**src/rtl/byte_unstrip.sv**
```systemverilog
// -----------------------------------------------------------------------------
// byte_unstrip
//   RX-side lane merger, the inverse of the TX byte striper. Lane 0 carries the
//   even words and lane 1 carries the odd words of the original stream. Each lane
//   feeds its own small FIFO. A two-state reader pops lane 0 and then lane 1, in
//   strict alternation, and rebuilds one ordered stream at one word per cycle.
//   If lane 1 stalls for longer than SKEW_MAX cycles, the reader flags a skew
//   error and resynchronises to lane 0. No buffered data is discarded.
//
// Ports
//   clk_2f      in   single clock, rising edge
//   reset_L     in   asynchronous, active-low reset
//   lane_0      in   WIDTH  even word
//   valid_0     in   lane_0 holds a word this cycle
//   lane_1      in   WIDTH  odd word
//   valid_1     in   lane_1 holds a word this cycle
//   data_out    out  WIDTH  merged word, 0 when valid_out=0 (registered)
//   valid_out   out  data_out is a merged word (registered)
//   overflow_0  out  sticky, a lane 0 word was dropped because FIFO 0 was full
//   overflow_1  out  sticky, a lane 1 word was dropped because FIFO 1 was full
//   skew_err    out  sticky, lane 1 exceeded the SKEW_MAX wait
// -----------------------------------------------------------------------------
module byte_unstrip #(
    parameter int WIDTH    = 32,
    parameter int DEPTH    = 4,
    parameter int SKEW_MAX = 8
) (
    input  logic             clk_2f,
    input  logic             reset_L,
    input  logic [WIDTH-1:0] lane_0,
    input  logic             valid_0,
    input  logic [WIDTH-1:0] lane_1,
    input  logic             valid_1,
    output logic [WIDTH-1:0] data_out,
    output logic             valid_out,
    output logic             overflow_0,
    output logic             overflow_1,
    output logic             skew_err
);

    localparam int PTR_W = $clog2(DEPTH);
    localparam int CNT_W = PTR_W + 1;
    localparam int SKW_W = $clog2(SKEW_MAX + 1);
    localparam logic [CNT_W-1:0] FULL_CNT  = CNT_W'(DEPTH);
    localparam logic [SKW_W-1:0] SKEW_LAST = SKW_W'(SKEW_MAX - 1);

    typedef enum logic {WAIT_L0 = 1'b0, WAIT_L1 = 1'b1} state_t;

    logic [WIDTH-1:0] mem0 [DEPTH];
    logic [WIDTH-1:0] mem1 [DEPTH];
    logic [PTR_W-1:0] wr_ptr0, rd_ptr0, wr_ptr1, rd_ptr1;
    logic [CNT_W-1:0] cnt0, cnt1;
    logic [SKW_W-1:0] skew_cnt, skew_cnt_nxt;
    state_t           state, state_nxt;

    logic             pop0, pop1, push0, push1;
    logic             drop0, drop1, skew_hit;
    logic [WIDTH-1:0] dout_nxt;
    logic             vout_nxt;

    // A full FIFO still takes a push when it pops in the same cycle, because
    // the pop decision is made on the pre-edge count.
    assign push0 = valid_0 && ((cnt0 != FULL_CNT) || pop0);
    assign push1 = valid_1 && ((cnt1 != FULL_CNT) || pop1);
    assign drop0 = valid_0 && !push0;
    assign drop1 = valid_1 && !push1;

    // ---- FIFO storage (data only, not reset) ----
    always_ff @(posedge clk_2f) begin
        if (push0) mem0[wr_ptr0] <= lane_0;
        if (push1) mem1[wr_ptr1] <= lane_1;
    end

    // ---- FIFO pointers, counts and overflow flags ----
    always_ff @(posedge clk_2f or negedge reset_L) begin
        if (!reset_L) begin
            wr_ptr0    <= '0;
            rd_ptr0    <= '0;
            wr_ptr1    <= '0;
            rd_ptr1    <= '0;
            cnt0       <= '0;
            cnt1       <= '0;
            overflow_0 <= 1'b0;
            overflow_1 <= 1'b0;
        end else begin
            if (push0) wr_ptr0 <= wr_ptr0 + PTR_W'(1);
            if (pop0)  rd_ptr0 <= rd_ptr0 + PTR_W'(1);
            if (push1) wr_ptr1 <= wr_ptr1 + PTR_W'(1);
            if (pop1)  rd_ptr1 <= rd_ptr1 + PTR_W'(1);
            if (push0 && !pop0)      cnt0 <= cnt0 + CNT_W'(1);
            else if (pop0 && !push0) cnt0 <= cnt0 - CNT_W'(1);
            if (push1 && !pop1)      cnt1 <= cnt1 + CNT_W'(1);
            else if (pop1 && !push1) cnt1 <= cnt1 - CNT_W'(1);
            if (drop0) overflow_0 <= 1'b1;
            if (drop1) overflow_1 <= 1'b1;
        end
    end

    // ---- Reader FSM: next state and output word ----
    always_comb begin
        state_nxt    = state;
        pop0         = 1'b0;
        pop1         = 1'b0;
        dout_nxt     = '0;
        vout_nxt     = 1'b0;
        skew_cnt_nxt = skew_cnt;
        skew_hit     = 1'b0;
        case (state)
            WAIT_L0: begin
                if (cnt0 != '0) begin
                    pop0         = 1'b1;
                    dout_nxt     = mem0[rd_ptr0];
                    vout_nxt     = 1'b1;
                    skew_cnt_nxt = '0;
                    state_nxt    = WAIT_L1;
                end
            end
            WAIT_L1: begin
                if (cnt1 != '0) begin
                    pop1         = 1'b1;
                    dout_nxt     = mem1[rd_ptr1];
                    vout_nxt     = 1'b1;
                    skew_cnt_nxt = '0;
                    state_nxt    = WAIT_L0;
                end else if (skew_cnt == SKEW_LAST) begin
                    // This empty cycle is the SKEW_MAX-th one, so give up on
                    // lane 1 and resync to lane 0. Buffered words are kept.
                    skew_hit     = 1'b1;
                    skew_cnt_nxt = '0;
                    state_nxt    = WAIT_L0;
                end else begin
                    skew_cnt_nxt = skew_cnt + SKW_W'(1);
                end
            end
            default: state_nxt = WAIT_L0;
        endcase
    end

    // ---- Reader FSM: registered state and outputs ----
    always_ff @(posedge clk_2f or negedge reset_L) begin
        if (!reset_L) begin
            state     <= WAIT_L0;
            skew_cnt  <= '0;
            data_out  <= '0;
            valid_out <= 1'b0;
            skew_err  <= 1'b0;
        end else begin
            state     <= state_nxt;
            skew_cnt  <= skew_cnt_nxt;
            data_out  <= dout_nxt;
            valid_out <= vout_nxt;
            if (skew_hit) skew_err <= 1'b1;
        end
    end

endmodule

```
**config.mk**
```make
export PLATFORM = sky130hd
export DESIGN_NAME = byte_unstrip
export DESIGN_NICKNAME = d
export VERILOG_FILES = /design/src/rtl/byte_unstrip.sv
export SDC_FILE = /design/constraint.sdc
export NUM_CORES = 1
export LEC_CHECK = 0
export BUFFER_PORTS_ARGS = -buffer_cell sky130_fd_sc_hd__buf_2
export CORE_MARGIN = 2
export CORE_UTILIZATION = 50
export CTS_CLUSTER_SIZE = 40
export DETAILED_ROUTE_END_ITERATION = 7
export PLACE_DENSITY = 0.69
export REMOVE_ABC_BUFFERS = 1
export SLEW_MARGIN = 20
export SYNTH_ARGS = -nofsm -noshare
export SYNTH_HDL_FRONTEND = slang
export SYNTH_SLANG_ARGS = --single-unit
```
**constraint.sdc**
```tcl
create_clock -name clk_2f -period 2.7 [get_ports clk_2f]
set_clock_uncertainty 0.15 [all_clocks]
set_input_delay 0.27 -clock clk_2f [delete_from_list [all_inputs] [get_ports clk_2f]]
set_output_delay 0.27 -clock clk_2f [all_outputs]
set_load 0.03 [all_outputs]
```
==> results.json, run 1 <==
{
  "via_count": 5706,
  "crit-reg2reg-launch": "cnt0[0]",
  "fin_nets": 788,
  "post_cts_resized": 0,
  "synth-async-reset-ratio_pct": 17.68,
  "status": "complete, no violations",
  "design_area_um2": 14330,
  "cap_violations": 0,
  "die_x_um": 156.9,
  "end_kind": "flop",
  "worstMarginPinSlew_ns": 0.8611,
  "period_share_pct": 92.53,
  "post-place-cells": 920,
  "initial_core_util_pct": 51.32,
  "dr.pass1.iters": 5,
  "final_common_cell": "edfxtp_1",
  "multi_input_area_um2": 2409,
  "synth-seq-cells": 311,
  "met2_usage_pct": 32.33,
  "remaining_drc_errors": 0,
  "crit_slowest_cell": "a31oi_1",
  "p_per_area_nw_per_um2": 1109,
  "p_clk_share_pct": 25.9,
  "antenna_left": 0,
  "die_h_um": 156.9,
  "place_ws_ns": 0.1981,
  "timing.critical_path.cells": "nor2_1 > a31oi_1 > ha_1 > inv_1 > fa_1 > xor2_1 > nor2_1 > xor2_1",
  "grt_pass1_vias": 6128,
  "swShare_pct": 30.31,
  "p_leak_nw": 5.244,
  "final_cells": 1043,
  "crit_path_max_incr_delay_ns": 0.53,
  "synth_seq_area_share_pct": 77.53,
  "setup_tns_ns": 0,
  "critPathTopFamily": "adder cells",
  "grt_busiest_layer": "met2",
  "grt_start_max_net_pins": 35,
  "core-area_um2": 22780,
  "grt_usage_pct": 19.34,
  "io_pins": 104,
  "placed_cell_area_um2": 12660,
  "timing.final.hold_violations": 0,
  "dpl.hpwl_um": 14080,
  "cts_setup_buffers": 0,
  "r2r_slack_ns": 0.20,
  "slew_violations": 0,
  "rows": 55,
  "worst-path-stages": 8,
  "reg2reg_to": "cnt0[2]",
  "cp-start-kind": "flop",
  "grt_setup_unrepaired": "no",
  "final_cell_mix": "edfxtp_1, buf_2, dlygate4sd3_1, dfrtp_1, mux4_2",
  "grt_util_met1_pct": 26.85,
  "cts_made_buffers": 30,
  "overflow": 0,
  "met3_usage_pct": 2.891,
  "drt-initial-drc-count": 359,
  "avgRoutedWirePerCell_um": 22.15,
  "clk_transition_reported_paths_ns": 0.06,
  "syn_area_per_cell_um2": 22.92,
  "finalSetupViolations": 0,
  "min_period_ns": 2.498,
  "portBuffers": 103,
  "seqCellArea_um2": 9069,
  "ys_top_cells_by_area": "edfxtp_1, dfrtp_1, mux4_2, mux4_1, a22o_1",
  "globalplace.congestion": 0.7633,
  "setup_ws_ns": 0.2017,
  "die_area_um2": 24620,
  "ys.flop_type": "edfxtp_1",
  "synth-edff-count": 256,
  "syn_area_um2": 11690,
  "hp-class": "input pin to asynchronous set/reset pin",
  "clk_latency_ns": 0.54,
  "slew-limit-headroom_pct": 42.60,
  "cts_buffer_depth": 3,
  "diodes": 0,
  "viasPerCell": 5.471,
  "path_max_fanout": 7,
  "cts_tree": "done",
  "yosysUniqueCellTypes": 37,
  "grt_pass1_wl_um": 35290,
  "synthCells": 510,
  "htreeDepth": 1,
  "crit_type": "flop to flop",
  "crit_required_ns": 3.02,
  "peakVddDrop_uv": 721.9,
  "area_growth_pct": 22.56,
  "yosysWarnings": 0,
  "cts_hold_buf": 68,
  "clock-sinks": 311,
  "grt_antenna_before_repair": 0,
  "yosys.area.top_type": "edfxtp_1",
  "totalWireLength_um": 23110,
  "power_frac_seq_pct": 44.1,
  "max_freq_mhz": 400.3,
  "crit_buf_inv": 1,
  "crit_end": "cnt0[2]",
  "p_int_mw": 11.07,
  "comb_power_share_pct": 30.1,
  "p_switching_mw": 4.814,
  "yosysTopAreaCellShare_pct": 65.76,
  "crit_start": "cnt0[0]",
  "fill_cells": 1594,
  "drive_above_1_share_pct": 31.37,
  "arrival_ns": 2.81,
  "reg2reg_depth": 8,
  "cts-root-buf": "clkbuf_16"
}
==> synth_stat cells (all sizes together) (3+ instances only) <==
| library cell | count |
|---|---|
| edfxtp | 256 |
| mux4 | 64 |
| dfrtp | 55 |
| a22o | 33 |
| buf | 22 |
| ha | 11 |
| inv | 10 |
| and2 | 8 |
| xnor2 | 6 |
| xor2 | 6 |
| nand2 | 5 |
| nor2 | 5 |
| mux2 | 4 |
| clkbuf | 3 |
==> cell type report <==
cell class | instances | share of cell area [%]
Clock buffer | 49 | 6.305
Tap cell | 313 | 2.733
Inverter | 10 | 0.2620
Clock inverter | 6 | 0.5502
Timing Repair Buffer | 190 | 10.04
Multi-Input combinational cell | 164 | 16.81
Sequential cell | 311 | 63.30
==> logic make-up after synthesis <==
kind of cell | after synthesis | share of synthesized area [%]
flops | 311 | 77.53
mux | 69 | 13.48
compound gates | 43 | 3.104
buf+inv | 35 | 2.023
simple gates | 27 | 1.445
fa+ha+maj | 13 | 1.520
xor+xnor | 12 | 0.8991
==> worst min-delay path by stage <==
stage	to	slack, ns	depth (start not counted)
5_1_grt	cnt1[0]	0.20	3
3_5_place_dp	rd_ptr0[1]	0.01	1
6_report	cnt1[0]	0.15	3
3_3_place_gp	rd_ptr0[1]	0.006	1
4_1_cts	cnt1[0]	0.16	3
2_1_floorplan	cnt0[0]	-0.18	0
==> power groups by stage <==
stage | logic (mW) | clock network [mW] | registers (mW)
floorplan | 2.41 | 0 | 7.70
global placement | 4.68 | 0 | 7.02
detailed placement | 4.76 | 0 | 7.09
CTS | 4.86 | 4.18 | 7.01
global route | 5.13 | 4.35 | 7.11
finish | 4.78 | 4.11 | 7.00
==> tightest hold or removal path, cell delays in order <==
cell	delay (ns)
dlygate4sd3_1	0.52
buf_2	0.14
buf_4	0.32
==> through the flow <==
stage                     util (%)  power, mW  hold slack [ns]
after global routing         62.90      16.59           0.1966
after detailed placement     55.60      11.85          0.01069
after CTS                    62.90      16.05           0.1566
after global placement       55.60      11.71         0.005596
final                        62.90      15.88           0.1521
after floorplan                  -      10.11          -0.1756
==> flip-flops by register name (all words and copies together) (netlist names) <==
register and cells:
skew_err 1, rd_ptr0 2, mem0 128, rd_ptr1 2, skew_cnt 4, wr_ptr0 2
cnt0 3, overflow_1 1, wr_ptr1 2, state 1, cnt1 3, data_out 32
valid_out 1, mem1 128, overflow_0 1
==> routing by layer <==
metal  up-vias  wire length [um]
li1       2500                 -
met1      2989              9713
met2       175             11580
met3        42              1296
met4         0               520
met5         -                 0
(Power assumes the default switching activity.)
==> run 2: changes to the inputs <==
Settings changed: PLACE_DENSITY 0.69 to default, PLACE_DENSITY_LB_ADDON from default to 0.1, RECOVER_POWER from default to 50.
==> run 2 against run 1 <==
  * Combinational power fell by 4%
  * Total power grew 0.31%
  * Sequential share of layout area is 0.32 points higher
  * Flip-flop and latch count unchanged
  * First-iteration DRC count grew 16%
  * Critical endpoint is now cnt1[1]
  * Largest power group unchanged
  * Via count decreased by 0.54%
  * Clock power up 2%
  * Worst hold slack better by 0.16 ns
  * The run now ends with max-capacitance violations, max-slew violations left
  * Die area did not move
  * Clock-buffer cell count grew 2
==> results.json, run 2 (synthesis results as in run 1) <==
{
  "power_frac_seq_pct": 44.7,
  "crit_path_max_incr_delay_ns": 0.49,
  "globalplace.congestion": 0.7209,
  "cp-start-kind": "flop",
  "remaining_drc_errors": 0,
  "end_kind": "flop",
  "core-area_um2": 22780,
  "fill_cells": 1618,
  "crit_slowest_cell": "nor4b_1",
  "drt-initial-drc-count": 417,
  "finalPower_mw": 15.93,
  "final_cell_mix": "edfxtp_1, clkbuf_1, dlygate4sd3_1, dfrtp_1, mux4_2",
  "clk_latency_ns": 0.50,
  "comb_power_share_pct": 28.8,
  "diodes": 0,
  "worstMarginPinSlew_ns": 1.568,
  "min_period_ns": 2.398,
  "viasPerCell": 5.410,
  "status": "complete, but fails checks",
  "period_share_pct": 88.82,
  "finalSetupViolations": 0,
  "crit_type": "flop to flop",
  "avgRoutedWirePerCell_um": 22.01,
  "timing.final.hold_violations": 0,
  "r2r_slack_ns": 0.30,
  "fin_nets": 793,
  "area_growth_pct": 21.94,
  "initial_core_util_pct": 51.32,
  "arrival_ns": 2.62,
  "dpl.hpwl_um": 13670,
  "grt_usage_pct": 19.66,
  "grt_start_max_net_pins": 56,
  "violations": "max-capacitance violations, max-slew violations",
  "die_x_um": 156.9,
  "via_count": 5675,
  "multi_input_area_um2": 2405,
  "finalCoreUtilization_pct": 62.58,
  "die_area_um2": 24620,
  "cts_buffer_depth": 3,
  "antenna_left": 0,
  "cap_violations": 1,
  "timing.critical_path.cells": "nor4b_1 > nor2b_2 > ha_1 > inv_1 > fa_1 > mux2_2",
  "overflow": 0,
  "final_common_cell": "edfxtp_1",
  "dr.pass1.iters": 4,
  "portBuffers": 103,
  "cts_made_buffers": 34,
  "cts-root-buf": "clkbuf_16",
  "final_cells": 1049,
  "p_int_mw": 11.07,
  "hold_ws_ns": 0.3122,
  "grt_pass1_vias": 6200,
  "slew-limit-headroom_pct": -4.561,
  "reg_top3": "mem0 (128), mem1 (128), data_out (32)",
  "grt_antenna_before_repair": 0,
  "holdPathStages": 1,
  "reg2reg_depth": 6,
  "io_pins": 104,
  "totalWireLength_um": 23090,
  "grt_setup_unrepaired": "no",
  "grt_pass1_wl_um": 35420,
  "die_h_um": 156.9,
  "clk_transition_reported_paths_ns": 0.06,
  "p_per_area_nw_per_um2": 1118,
  "slew_violations": 56,
  "cts_tree": "done",
  "placed_cell_area_um2": 12670,
  "p_clk_share_pct": 26.5,
  "seqCellArea_um2": 9069,
  "post-place-cells": 922,
  "path_max_fanout": 7,
  "p_leak_nw": 5.048,
  "design_area_um2": 14250,
  "htreeDepth": 2,
  "swShare_pct": 30.50,
  "clock-sinks": 311,
  "p_switching_mw": 4.860,
  "peakVddDrop_uv": 608.3,
  "hp-class": "flop to flop",
  "max_freq_mhz": 417.0,
  "rows": 55,
  "drive_above_1_share_pct": 20.79,
  "crit_required_ns": 2.92
}
run 2: critical path: cells and delay by family, from the launching register on:
kind	cells	cell delay (ns)
and+or+nand+nor	2	0.67
adders and majority gates	2	0.65
DFF	1	0.47
muxes	1	0.26
buffers and inverters	1	0.08
run 2: final timing paths:
check,startpoint,end
hold / removal,overflow_0,overflow_0
min in group asynchronous,reset_L,overflow_1
setup / recovery,cnt1[0],cnt1[1]
setup reg to reg,cnt1[0],cnt1[1]
hold reg to reg,overflow_0,overflow_0
max in group asynchronous,reset_L,rd_ptr1[0]
run 2: layout make-up:
cell class / count / share of cell area [%]
clock buffer: 51 / 6.846
clock inverter: 9 / 0.3423
inverter: 10 / 0.2633
multi-input combinational: 164 / 16.87
sequential: 311 / 63.62
tap: 313 / 2.747
timing repair buffer: 191 / 9.313
run 2: through the flow:
step	TNS, ns	setup slack (ns)
finish	0	0.3018
global route	0	0.1449
CTS	0	0.1317
detailed placement	0	0.1488
global placement	0	0.3546
floorplan	-0.5268	-0.3419
run 2: layer usage:
| layer | wire (um) | global-route usage, % | up-vias |
|---|---|---|---|
| met3 | 1194 | 3.855 | 33 |
| met4 | 394 | 5.199 | 0 |
| met1 | 9501 | 25.85 | 2974 |
| met5 | 0 | 0 | - |
| li1 | - | - | 2514 |
| met2 | 12000 | 33.94 | 154 |
run 2: power groups by stage:
stage	Clock [mW]	Combinational [mW]	Sequential (mW)
CTS	4.31	4.74	7.16
finish	4.21	4.59	7.13
global placement	0	4.57	7.17
floorplan	0	2.41	7.70
detailed placement	0	4.64	7.24
global route	4.50	4.97	7.25
run 2: timing repair:
action	CTS	global route
buffers inserted	0	0
gates resized for setup	0	1
hold buffers	67	0
hold endpoints to repair	313	0
endpoints found under the setup margin	0	1
==> run 3: changes to the inputs <==
Settings changed: BUFFER_PORTS_ARGS -buffer_cell sky130_fd_sc_hd__buf_2 to -buffer_cell sky130_fd_sc_hd__buf_4.
==> run 3 against run 2 <==
  * The run still ends with max-capacitance violations, max-slew violations left
  * Total power up 3.8%
  * Critical path depth up 3
  * Utilization up 1.1 points
  * Worst hold slack better by 0.021 ns
  * Sequential power down 2%
  * Register-to-register slack about the same
  * Global-route usage down 0.51 points
  * Die area unchanged
  * Non-clock buffer count down 3
  * Largest power group unchanged
==> results.json, run 3 (synthesis results as in run 1) <==
{
  "status": "complete, but fails checks",
  "violations": "max-capacitance violations, max-slew violations",
  "die_area_um2": 24620,
  "initial_core_util_pct": 51.32,
  "drt-initial-drc-count": 330,
  "remaining_drc_errors": 0,
  "cts_tree": "done",
  "grt_usage_pct": 19.16,
  "clk_transition_reported_paths_ns": 0.06,
  "dpl.hpwl_um": 13510,
  "critPathTopFamily": "adder cells",
  "timing.final.hold_violations": 0,
  "timing.critical_path.cells": "nor2_1 > a31oi_1 > clkbuf_1 > ha_1 > inv_1 > fa_1 > xor2_1 > nor2_1 > xor2_1",
  "design_area_um2": 14510,
  "finalCoreUtilization_pct": 63.71,
  "finalPower_mw": 16.53,
  "max_freq_mhz": 416.1,
  "cts_buffer_depth": 3,
  "crit_path_max_incr_delay_ns": 0.46,
  "seqCellArea_um2": 9069,
  "hp-class": "flop to flop",
  "cap_violations": 1,
  "diodes": 0,
  "drive_above_1_share_pct": 22.45,
  "via_count": 5662,
  "power_frac_seq_pct": 42.4,
  "fin_nets": 790,
  "slew_violations": 56,
  "worstMarginPinSlew_ns": 1.580,
  "cts_setup_buffers": 0,
  "path_max_fanout": 7,
  "grt_start_max_net_pins": 56,
  "p_clk_share_pct": 28.1,
  "portBuffers": 103,
  "viasPerCell": 5.403,
  "fill_cells": 1605,
  "swShare_pct": 29.91,
  "final_common_cell": "edfxtp_1",
  "setup_tns_ns": 0,
  "globalplace.congestion": 0.6875,
  "finalSetupViolations": 0,
  "avgRoutedWirePerCell_um": 21.72,
  "placed_cell_area_um2": 12980,
  "p_int_mw": 11.59,
  "area_growth_pct": 24.14,
  "crit_buf_inv": 2,
  "overflow": 0,
  "rows": 55,
  "die_x_um": 156.9,
  "cts-root-buf": "clkbuf_16",
  "grt_pass1_wl_um": 34930,
  "arrival_ns": 2.67,
  "grt_pass1_vias": 6143,
  "multi_input_area_um2": 2411,
  "core-area_um2": 22780,
  "clock-sinks": 311,
  "p_per_area_nw_per_um2": 1139,
  "htreeDepth": 2,
  "grt_setup_unrepaired": "no",
  "totalWireLength_um": 22760,
  "io_pins": 104,
  "reg_top3": "mem0 (128), mem1 (128), data_out (32)",
  "peakVddDrop_uv": 794.3,
  "comb_power_share_pct": 29.5,
  "final_cell_mix": "edfxtp_1, clkbuf_1, dlygate4sd3_1, dfrtp_1, mux4_2",
  "min_period_ns": 2.403,
  "cp-start-kind": "flop",
  "dr.pass1.iters": 4,
  "period_share_pct": 89.01,
  "clk_latency_ns": 0.50,
  "p_leak_nw": 5.141,
  "p_switching_mw": 4.944,
  "grt_antenna_before_repair": 0,
  "crit_required_ns": 2.97,
  "die_h_um": 156.9,
  "slew-limit-headroom_pct": -5.328,
  "crit_slowest_cell": "dfrtp_1",
  "end_kind": "flop",
  "antenna_left": 0,
  "crit_type": "flop to flop",
  "cts_made_buffers": 34
}
run 3: worst paths after layout:
kind | startpoint | to | slack (ns) | cells past startpoint
hold reg to reg | overflow_1 | overflow_1 | 0.33 | 1
max in group asynchronous | reset_L | rd_ptr1[0] | 0.78 | 2
setup / recovery | cnt0[0] | cnt0[2] | 0.30 | 9
hold / removal | overflow_1 | overflow_1 | 0.33 | 1
min in group asynchronous | reset_L | valid_out | 0.57 | 2
setup reg to reg | cnt0[0] | cnt0[2] | 0.30 | 9
run 3: worst register-to-register path: stages, from the launching register on:
cell	delay (ns)
dfrtp_1	0.46
nor2_1	0.09
a31oi_1	0.18
clkbuf_1	0.33
ha_1	0.26
inv_1	0.06
fa_1	0.38
xor2_1	0.15
nor2_1	0.11
xor2_1	0.16
run 3: timing repair:
action,4_1_cts,5_1_grt
hold buffers,67,0
hold endpoints to repair,313,0
gates resized for setup,0,1
endpoints found under the setup margin,0,1
run 3: cell type report:
cell class	count	share of cell area [%]
inverter	10	0.2587
clock inverter	18	1.198
timing repair buffer	188	9.967
tap	313	2.699
sequential	311	62.49
multi-input combinational	164	16.61
clock buffer	44	6.768
run 3: per-stage QoR:
step | hold WS [ns] | std cells | worst slack, ns
after floorplan | -0.1756 | 485 | -0.3419
after global placement | 0.2556 | 919 | 0.3305
after detailed placement | 0.2697 | 919 | 0.1346
after CTS | 0.2873 | 1048 | 0.1058
after global routing | 0.3566 | 1048 | 0.1228
final | 0.3335 | 1048 | 0.2967
run 3: power by group through the flow:
stage	registers, mW	logic [mW]	clock network (mW)
final	7.01	4.88	4.65
after global routing	7.12	5.26	4.92
after CTS	7.03	5.10	4.73
after detailed placement	7.12	4.99	0
after global placement	7.05	4.91	0
after floorplan	7.70	2.41	0
run 3: layer usage:
layer  GRT usage (%)  vias up  part of all wire, %
met5               0        -                    0
met4           4.937        0                  1.6
met3           3.276       31                  5.2
met2           32.29      140                   51
met1           26.32     2977                   43
li1                -     2514                    -
